[config.mk]
export PLATFORM = sky130hd
export DESIGN_NAME = shift_sequencer
export DESIGN_NICKNAME = d
export VERILOG_FILES = /design/src/rtl/shift_sequencer.sv
export SDC_FILE = /design/constraint.sdc
export NUM_CORES = 1
export LEC_CHECK = 0
export CORE_UTILIZATION = 49
export CTS_CLUSTER_SIZE = 12
export DETAILED_ROUTE_END_ITERATION = 10
export GPL_ROUTABILITY_DRIVEN = 0
export PLACE_DENSITY = 0.81
export SYNTH_ARGS = -nofsm -noshare
export SYNTH_HDL_FRONTEND = slang
export SYNTH_SLANG_ARGS = --single-unit
export TNS_END_PERCENT = 1
[constraint.sdc]
create_clock -name clk -period 3.56 [get_ports clk]
set_clock_uncertainty 0.15 [all_clocks]
set_input_delay 0.712 -clock clk [delete_from_list [all_inputs] [get_ports clk]]
set_output_delay 0.712 -clock clk [all_outputs]
set_load 0.005 [all_outputs]
[src/rtl/shift_sequencer.sv]
// rtl/shift_sequencer.sv - iterative shift/rotate sequencer around a 4-bit shifter_rotator.
// Optional abort input enabled by defining SHIFT_SEQ_ABORT_EN.

module shifter_rotator (
  input  logic [3:0] x,
  input  logic [1:0] select,
  output logic [3:0] y
);
  always_comb begin
    y = x;
    case (select)
      2'b00: y = {x[2:0], 1'b0};
      2'b01: y = {1'b0, x[3:1]};
      2'b10: y = {x[2:0], x[3]};
      2'b11: y = {x[0], x[3:1]};
      default: y = x;
    endcase
  end
endmodule

module shift_sequencer #(
  parameter int CNT_W = 3
) (
  input  logic             clk,
  input  logic             rst_n,
  input  logic             start,
  input  logic [1:0]       op,
  input  logic [CNT_W-1:0] count,
  input  logic [3:0]       din,
`ifdef SHIFT_SEQ_ABORT_EN
  input  logic             abort,
`endif
  output logic             busy,
  output logic             done,
  output logic [3:0]       dout
);

  typedef enum logic [1:0] {
    S_IDLE = 2'd0,
    S_RUN  = 2'd1,
    S_DONE = 2'd2
  } state_t;

  state_t           state_q, state_d;
  logic [3:0]       data_q, data_d;
  logic [1:0]       op_q, op_d;
  logic [CNT_W-1:0] cnt_q, cnt_d;
  logic [3:0]       step_y;
  logic             abort_hit;

  shifter_rotator u_shifter (
    .x      (data_q),
    .select (op_q),
    .y      (step_y)
  );

  always_comb begin
    abort_hit = 1'b0;
`ifdef SHIFT_SEQ_ABORT_EN
    abort_hit = abort;
`endif
  end

  always_comb begin
    state_d = state_q;
    data_d  = data_q;
    op_d    = op_q;
    cnt_d   = cnt_q;
    case (state_q)
      S_IDLE: begin
        if (start) begin
          data_d  = din;
          op_d    = op;
          cnt_d   = count;
          state_d = (count != '0) ? S_RUN : S_DONE;
        end
      end
      S_RUN: begin
        // An abort leaves the partially shifted value visible on dout.
        if (abort_hit) begin
          state_d = S_IDLE;
        end else begin
          data_d = step_y;
          cnt_d  = cnt_q - CNT_W'(1);
          if (cnt_q == CNT_W'(1)) begin
            state_d = S_DONE;
          end
        end
      end
      S_DONE: state_d = S_IDLE;
      default: state_d = S_IDLE;
    endcase
  end

  always_ff @(posedge clk or negedge rst_n) begin
    if (!rst_n) begin
      state_q <= S_IDLE;
      data_q  <= 4'b0000;
      op_q    <= 2'b00;
      cnt_q   <= '0;
    end else begin
      state_q <= state_d;
      data_q  <= data_d;
      op_q    <= op_d;
      cnt_q   <= cnt_d;
    end
  end

  assign busy = (state_q != S_IDLE);
  assign done = (state_q == S_DONE);
  assign dout = data_q;

endmodule
* Word level (Yosys, flattened, before mapping)
Cells that the tools add are included.
** Operators by class
- Add/subtract/negate cells :: 1
- Eq/ne operators :: 8
- Reduce and logical (&&, ||, !) cells :: 8
- Mux-type cells :: 9
** Operator list (number)
- 4-bit one-hot mux with 4 select lines :: 1
- 4-bit one-hot mux with 2 select lines :: 1
- 2-bit == test, second input constant :: 3
- 2-bit two-way mux :: 3
- 3-bit one-hot mux with 2 select lines :: 1
- 2-bit AND reduction :: 3
- 2-bit by 1-bit == test with 1-bit output, second input constant :: 2
- 2-bit logical NOT :: 2
- 4-bit two-way mux :: 1
- 2-bit != test, second input constant :: 2
- 2-bit one-hot mux with 2 select lines :: 1
- 2-bit nonzero test :: 2
- 3-bit by 1-bit == test with 1-bit output, second input constant :: 1
- 3-bit two-way mux :: 1
- 3-bit nonzero test :: 1
- 3-bit by 1-bit subtractor with 3-bit output, second input constant :: 1
** Storage, ports and cells
- Word-level logic and storage cells :: 30
- Register bits after elaboration :: 11

* Logic depth before layout (Yosys ltp)
Gate-level depths: netlist (run 1).
- Depth in word-level cells :: 4
- Depth in mapped cells :: 5

* By module
From an unflattened synthesis (run 1), not the netlist that was laid out.
** Second synthesis, totals
- Cells, all modules :: 71
- Area, all modules :: 706.9 µm²
** By module, submodules not included
- shift_sequencer :: instances 1, sequential area each 275.3 µm², area an instance 658.1 µm², cells an instance 63
- shifter_rotator :: instances 1, sequential area each 0.0 µm², area an instance 48.8 µm², cells an instance 8

* Worst setup path before layout (run 1)
OpenSTA, ideal clock, no wires.
- Path kind :: input to register
- Start :: in start
- End :: reg op_q[0]
- Buffers on the path :: 2
- Cell stages on the path :: 5
- Library setup time :: 0.125 ns
- Data arrival time :: 1.449 ns
- Setup slack :: 1.836 ns
- Required time :: 3.285 ns
- Path through :: buf_6 nand2b_4 buf_6 nor2_1 mux2_2
** Between the ends
- Longest elaborated chain between the ends :: 1
** RTL lines
- start: declaration :: line 26 : input logic start,
- 2-bit AND reduction (no line)
- end signal: assignment :: line 104 : op_q <= op_d;
- end: declaration :: line 46 : logic [1:0] op_q, op_d;
Every way passes these cells.
A chain may end at the register's enable or synchronous reset.

* Final worst setup path (run 1)
- Start :: reg state_q[1]
- End :: out busy
** Between the ends
- Longest elaborated chain between the ends :: 1
** RTL lines
- start: declaration :: line 44 : state_t state_q, state_d;
- start signal: assignment :: line 102 : state_q <= state_d;
- 2-bit nonzero test :: line 109 : assign busy = (state_q != S_IDLE);
- end: declaration :: line 33 : output logic busy,
Every way passes these cells.

==> run summary, run 1 <==
The flow ran to the end, and the final reports show no timing, DRC or antenna violations. The via count of the first global-routing pass came out at 552. The pin count of the biggest net entering global routing is 12. Of the cells placed in the final design, the portion with a size suffix greater than 1 is 10.71%.

Headroom to the max-slew limit came out at 66.93%. The final-report setup violation count came out at 0. The library cells used most frequently in the layout, excluding fill and tap cells, are 17 x sky130_fd_sc_hd__clkdlybuf4s50_1, 11 x sky130_fd_sc_hd__dfrtp_1, 8 x sky130_fd_sc_hd__o22ai_1. The initial antenna violation count came out at 0. The die is 38.69 um wide. The post-detailed-route count of antenna-violating nets came out at 0. During placement, the flow inserted port buffers numbering 17. In this run, CTS created clock tree buffers numbering 3. For this design, the sink count on the clock tree is 11. The floorplan step defined a die boundary enclosing 0.001497 mm2. The count of final max-slew check failures came out at 0. The leakage dissipation is 0.3496 nW. The cell with the biggest individual delay on the critical path is sky130_fd_sc_hd__dfrtp_1.

The deepest level of the CTS H-tree came out at 1. The hold buffer count at CTS came out at 0. Summing every instance area after synthesis gives 659.4 um2.

The detail-routed via count per cell came out at 5.786. The critical path is of the flip-flop to output port type. The first-pass GRT wire length is 2297 um.

Wires add up to 1433 um. The setup slack after layout came out at 1.117 ns. The global router's overall resource usage came out at 22.96%. The number of fill cells in the layout came out at 101. In this design, the largest share of critical-path delay is due to buffers and inverters. The worst setup path is launched from a flip-flop.

The most critical setup path has its startpoint at state_q[1]. The adder-cell area share of the yosys netlist came out at 3.795%. Setup repair after global routing left no endpoint under its margin. The power density relative to cell area came out at 821.1 mW/mm2. The buffer and inverter count on the worst path came out at 2. The startpoint identified for the worst register-to-register timing path is state_q[1]. Timing would allow up to 409.3 MHz. The clock transition time at the flip-flop clock pins of the worst setup and hold paths came out at 0.07 ns. The critical path arrival is 1.58 ns. The actual slew at the worst max-slew pin is 0.4945 ns. The number of synthesized register bits came out at 11. The simple-gate portion of the synthesized area came out at 13.85%.

The placed wire-length estimate came out at 1052 um. In this run the standard cell core region covers 0.001171 mm2. In this run the worst hold path is classified as flip-flop to flip-flop. The effective utilization at floorplan came out at 56.30%. The routed layout has 567 vias.

Before antenna repair, the detailed router went through 4 iterations. The final critical-path share of the clock period came out at 68.63%. The largest driver fanout on the critical path came out at 11. The critical path goes through inv_1 > nand2_1 > clkdlybuf4s50_1. The maximum buffer depth of the clock tree came out at 2. The tree is rooted in a sky130_fd_sc_hd__clkbuf_4.

TritonCTS built the clock tree. The startpoint identified for the worst hold timing path is op_q[1]. The wire length per cell came out at 14.62 um. The count of mapped cells out of synthesis came out at 67. Compared with the post-synthesis result, the final layout area differs by 27.13%. The pre-CTS worst setup slack came out at 1.238 ns. The number of rows created at floorplan is 12. The tool flagged a number of max-cap violations equal to 0.

After routing, the total negative slack on setup checks comes to 0 ns. The biggest cell delay along the critical path is 0.54 ns. The remaining routing DRC violations is 0. For this run, the post-layout net count is 99. The library cell used most frequently in the layout, excluding fill and tap cells, is sky130_fd_sc_hd__clkdlybuf4s50_1. The share of the yosys chip area belonging to registers came out at 41.75%. STA classifies the critical path endpoint as an output port.

The die boundary height came out at 38.69 um. IR analysis of the VDD net gives a maximum drop of 0.4587 mV. The largest family of logic cells by synthesized area is compound AO/OA/AOI/OAI gates. The area share of xor/xnor cells in the synthesized design is 0%.

The post-synthesis net count came out at 81. The share of the synthesized area in compound gates (AO/OA/AOI/OAI) came out at 25.05%. During synthesis, Yosys emitted a total of 0 warnings. The share of synthesized area spent on multiplexers is 6.831%.

The antenna diode instance count came out at 0. The total grt overflow came out at 0. The later pin in the worst-skew pair is clocked with a latency of 0.27 ns.

Post-CTS timing repair inserted 0 buffers for setup. The required time at the worst-slack endpoint is 2.70 ns. The number of design-rule violations left by the first detailed-router iteration is 20.

18 I/O pins were placed. The post-route minimum period came out at 2.443 ns. After synthesis, the netlist uses 27 different library cells. The per-instance average area after synthesis came out at 9.842 um2. The post-cts sizing count came out at 0. The number of failing hold endpoints at the final stage was 0.
-- stage by stage --
stage | power (mW) | instance area, um2 | util (%) | cells | hold WS (ns)
after CTS | 0.6890 | 838.3 | 71.58 | 98 | 0.4018
after floorplan | 0.4820 | 659.4 | - | 67 | 0.2664
final | 0.6883 | 838.3 | 71.58 | 98 | 0.4005
after global routing | 0.7411 | 838.3 | 71.58 | 98 | 0.4088
after detailed placement | 0.6024 | 812.0 | 69.34 | 94 | 0.3841
after global placement | 0.5893 | 812.0 | 69.34 | 94 | 0.3783
-- path summary, 6_finish.rpt --
path                       endpoint  slack (ns)  cells past startpoint
min reg2reg                 op_q[1]        0.40                      1
max reg2reg                 op_q[0]        2.05                      3
max                            busy        1.12                      3
max in group asynchronous   op_q[0]        2.30                      1
min in group asynchronous  cnt_q[2]        0.62                      1
min                         op_q[1]        0.40                      1
-- cells in the mapped netlist (all sizes together) --
cell	instances	area [um2]
nand2b	4	32.53
a32oi	1	8.760
mux2	4	45.04
o22ai	8	50.05
a21o	1	7.510
a311oi	1	8.760
nor3	1	5.000
dfrtp	11	275.3
o311ai	1	8.760
buf	4	35.03
a221oi	1	8.760
nand4b	1	8.760
ha	2	25.02
o211ai	1	7.510
o221a	1	11.26
nor2b	3	18.77
a22oi	1	7.510
a21oi	6	30.03
o22a	1	8.760
inv	6	22.52
nor2	4	15.01
a21boi	1	7.510
nand2	3	11.26
-- per-layer routing --
| metal | up-vias | global-route usage, % | routed length [um] |
|---|---|---|---|
| li1 | 280 | - | - |
| met3 | 0 | 2.312 | 71 |
| met5 | - | 0 | 0 |
| met4 | 0 | 14.66 | 0 |
| met1 | 268 | 29.20 | 670 |
| met2 | 19 | 36.67 | 692 |
-- registers in the layout, indices dropped and copies added, names as in the netlist --
register,cells
cnt_q,3
dout,4
op_q,2
state_q,2
-- power by group --
group	internal [mW]	switching [mW]	total, mW
logic	0.191	0.140	0.330
registers	0.188	0.0850	0.273
clock network	0.0433	0.0421	0.0854
total	0.421	0.267	0.688
-- worst register-to-register path, stage by stage, from the launching register on --
cell and delay, ns:
sky130_fd_sc_hd__dfrtp_1 0.50, sky130_fd_sc_hd__nand2b_4 0.23, sky130_fd_sc_hd__nor2_1 0.16, sky130_fd_sc_hd__mux2_2 0.35
-- kinds of logic (layout without fill, tap and decap cells) --
group | after synthesis | count (layout)
buffers and inverters | 10 | 27
AOI/OAI and AO/OA | 24 | 24
adders and majority gates | 2 | 2
DFF | 11 | 11
and+or+nand+nor | 16 | 16
muxes | 4 | 4
-- final cells by class --
| type | instances | area (um2) | share of cell area [%] |
|---|---|---|---|
| inverter | 6 | 22.52 | 2.687 |
| clock buffer | 4 | 26.28 | 3.134 |
| timing repair buffer | 17 | 170.2 | 20.30 |
| tap | 14 | 17.52 | 2.090 |
| multi-input combinational | 46 | 326.6 | 38.96 |
| sequential | 11 | 275.3 | 32.84 |
(Power assumes the default switching activity.)
==> inputs of run 2 (changes only) <==
--- a/config.mk
+++ b/config.mk
@@ -5,11 +5,11 @@
 export SDC_FILE = /design/constraint.sdc
 export NUM_CORES = 1
 export LEC_CHECK = 0
-export CORE_UTILIZATION = 49
+export CORE_UTILIZATION = 41
 export CTS_CLUSTER_SIZE = 12
 export DETAILED_ROUTE_END_ITERATION = 10
 export GPL_ROUTABILITY_DRIVEN = 0
-export PLACE_DENSITY = 0.81
+export PLACE_DENSITY = 0.72
 export SYNTH_ARGS = -nofsm -noshare
 export SYNTH_HDL_FRONTEND = slang
 export SYNTH_SLANG_ARGS = --single-unit
==> constraint.sdc (replaced) <==
create_clock -name clk -period 2.2 [get_ports clk]
set_clock_uncertainty 0.15 [all_clocks]
set_input_delay 0.44 -clock clk [delete_from_list [all_inputs] [get_ports clk]]
set_output_delay 0.44 -clock clk [all_outputs]
set_load 0.005 [all_outputs]
==> run 2 against run 1 <==
Against the previous run: die area rose by 18%; worst hold slack got worse by 0.036 ns; final area is 2.1% higher; worst setup slack got worse by 1.0 ns; highest routed layer is now met4.
==> run summary, run 2 (synthesis gave the netlist of run 1 again) <==
The remaining routing DRC violations came to 0 (unchanged). The number of clock buffers inserted by TritonCTS is 3 (unchanged). Most frequent cells in the layout: 17 x sky130_fd_sc_hd__clkdlybuf4s50_1, 11 x sky130_fd_sc_hd__dfrtp_1, 8 x sky130_fd_sc_hd__o22ai_1 (unchanged). The post-detailed-route count of antenna-violating nets is 0 (unchanged).

The worst hold slack came out at 0.3645 ns (was 0.4005 ns). The pin count of the biggest net entering global routing is 12 (unchanged). Sequence of cells on the critical path: inv_2 > nand2_1 > clkdlybuf4s50_1 (was inv_1 > nand2_1 > clkdlybuf4s50_1). The worst vdd rail ir drop came out at 0.5656 mV (was 0.4587 mV).

The buffer and inverter count on the worst path came out at 2 (unchanged). The number of failing hold endpoints at the final stage is 0 (unchanged). The clock tree from TritonCTS is done (unchanged). The final-report setup violation count came out at 0 (unchanged). The element type at the critical path start is a flip-flop (unchanged).

The die boundary height was 42.10 um (was 38.69 um). The critical path capture point type is an output port (unchanged). The cell chosen for the clock root was sky130_fd_sc_hd__clkbuf_4 (unchanged). The total iterations of the first detailed-routing run came out at 4 (unchanged). The post-layout total power came out at 1.124 mW (was 688.3 uW). The multi-input combinational cell area is 326.6 um2 (unchanged). The flip-flop count of the largest register after layout came out at 4 (unchanged). The number of fill cells in the layout came out at 141 (was 101). The max-capacitance violation count is 0 (unchanged). The leakage dissipation came out at 0.3598 nW (was 0.3496 nW). The wire length per cell is 14.61 um (was 14.62 um).

The deepest level of the CTS H-tree is 1 (unchanged). The global router's overall resource usage is 19.42% (was 22.96%). The classification of the worst-slack hold path is primary input to async pin (was flip-flop to flip-flop). The total grt overflow came to 0 (unchanged). The number of design-rule violations left by the first detailed-router iteration is 25 (was 20). The antenna diode instance count is 0 (unchanged).

The maximum buffer depth of the clock tree came out at 2 (unchanged). The setup fix buffers added after clock tree synthesis is 0 (unchanged). Setup repair after global routing missed its margin: no (unchanged). The setup slack after layout is 0.09362 ns (was 1.117 ns).

The core area came out at 0.001506 mm2 (was 0.001171 mm2). The area taken by flip-flops and latches came out at 275.3 um2 (unchanged). The pre-CTS worst setup slack is 0.3230 ns (was 1.238 ns). The number of cells in the design after placement was 98 (was 94). The effective utilization at floorplan came out at 43.77% (was 56.30%). The required time at the worst-slack endpoint came to 1.61 ns (was 2.70 ns). The critical path arrival is 1.52 ns (was 1.58 ns). The count of final max-slew check failures is 0 (unchanged). The final critical-path share of the clock period came out at 95.74%. Status: finished clean (unchanged). The placed wire-length estimate was 1142 um (was 1052 um). The post-route core utilization came out at 56.81% (was 71.58%).

The post-cts sizing count was 0 (unchanged). The initial antenna violation count came out at 0 (unchanged). The number of rows created at floorplan is 14 (was 12). The die area came out at 0.001772 mm2 (was 0.001497 mm2). The commonest non-fill, non-tap cell in the layout is sky130_fd_sc_hd__clkdlybuf4s50_1 (unchanged). The insertion delay of the later-clocked pin in the worst-skew pair is 0.26 ns (was 0.27 ns). The cell with the biggest individual delay on the critical path is sky130_fd_sc_hd__dfrtp_1 (unchanged). The wire length reported by the detailed router is 1490 um (was 1433 um). The detail-routed via count per cell is 5.784 (was 5.786).

The fraction of final layout cells sized beyond drive strength 1 came out at 12.79% (was 10.71%). The finished layout cell area came to 855.8 um2 (was 838.3 um2). The actual slew at the worst max-slew pin came out at 0.5177 ns (was 0.4945 ns).

The accumulated negative setup slack came out at 0 ns (unchanged). The number of primary I/O pins came to 18 (unchanged). The maximum clock frequency came out at 474.7 MHz. The headroom to the max-slew limit was 65.38% (was 66.93%). The net count of the finished layout is 101 (was 99). The hold buffer count at CTS came out at 0 (unchanged). The power density relative to cell area came out at 1313 mW/mm2 (was 821.1 mW/mm2).

The largest driver fanout on the critical path is 9 (was 11). The via count of the first global-routing pass is 554 (was 552). The cell family contributing the most delay on the critical path was buffers and inverters (unchanged). The synthesis-to-finish area growth came out at 29.79% (was 27.13%). The post-detailed-placement cell area came out at 829.5 um2 (was 812.0 um2). The CTS sink count is 11 (unchanged). The kind of critical path was flip-flop to output port (unchanged).

The total number of vias came out at 590 (was 567). The count of buffers from port buffering is 17 (unchanged). The final non-filler cell total is 102 (was 98).

The biggest cell delay along the critical path came out at 0.53 ns (was 0.54 ns). The post-route minimum period is 2.106 ns. The horizontal die dimension came out at 42.10 um (was 38.69 um). The first-pass GRT wire length is 2532 um (was 2297 um).

The clock transition time at the flip-flop clock pins of the worst setup and hold paths came out at 0.07 ns (about the same).
[run 2: worst reg2reg max path: cells and delay by family (launching register included)]
family	cells	cell delay (ns)
buffers and inverters	1	0.16
flip-flops	1	0.38
multiplexers	1	0.36
AND/OR/NAND/NOR	2	0.36
[run 2: per-layer routing]
| metal | vias to the layer above | share of wire (%) | GRT usage (%) |
|---|---|---|---|
| li1 | 284 | - | - |
| met1 | 280 | 47 | 26.03 |
| met2 | 24 | 47 | 29.69 |
| met3 | 2 | 4.6 | 3.017 |
| met4 | 0 | 1.0 | 11.25 |
| met5 | - | 0 | 0 |
[run 2: worst paths after layout]
kind / slack, ns / startpoint / to / cells past startpoint
max: 0.09 / state_q[0] / busy / 3
min: 0.36 / rst_n / cnt_q[0] / 1
max reg2reg: 0.67 / state_q[1] / op_q[1] / 4
min reg2reg: 0.43 / op_q[1] / op_q[1] / 1
max in group asynchronous: 1.19 / rst_n / dout[1] / 1
min in group clk: 0.43 / op_q[1] / op_q[1] / 1
[run 2: power by group]
part	switching, mW	internal [mW]
Combinational	0.240	0.314
Clock	0.0664	0.0701
Sequential	0.129	0.304
[run 2: cell type report]
class	instances	area share (%)
sequential	11	32.16
inverter	6	2.632
multi-input combinational	46	38.16
tap	16	2.339
timing repair buffer	19	21.64
clock buffer	4	3.070
==> inputs of run 3 (changes only) <==
--- a/config.mk
+++ b/config.mk
@@ -10,6 +10,7 @@
 export DETAILED_ROUTE_END_ITERATION = 10
 export GPL_ROUTABILITY_DRIVEN = 0
 export PLACE_DENSITY = 0.72
+export SLEW_MARGIN = 30
 export SYNTH_ARGS = -nofsm -noshare
 export SYNTH_HDL_FRONTEND = slang
 export SYNTH_SLANG_ARGS = --single-unit
==> results of run 3 <==
No change in the layout: final DEF, timing and power equal those of run 2.
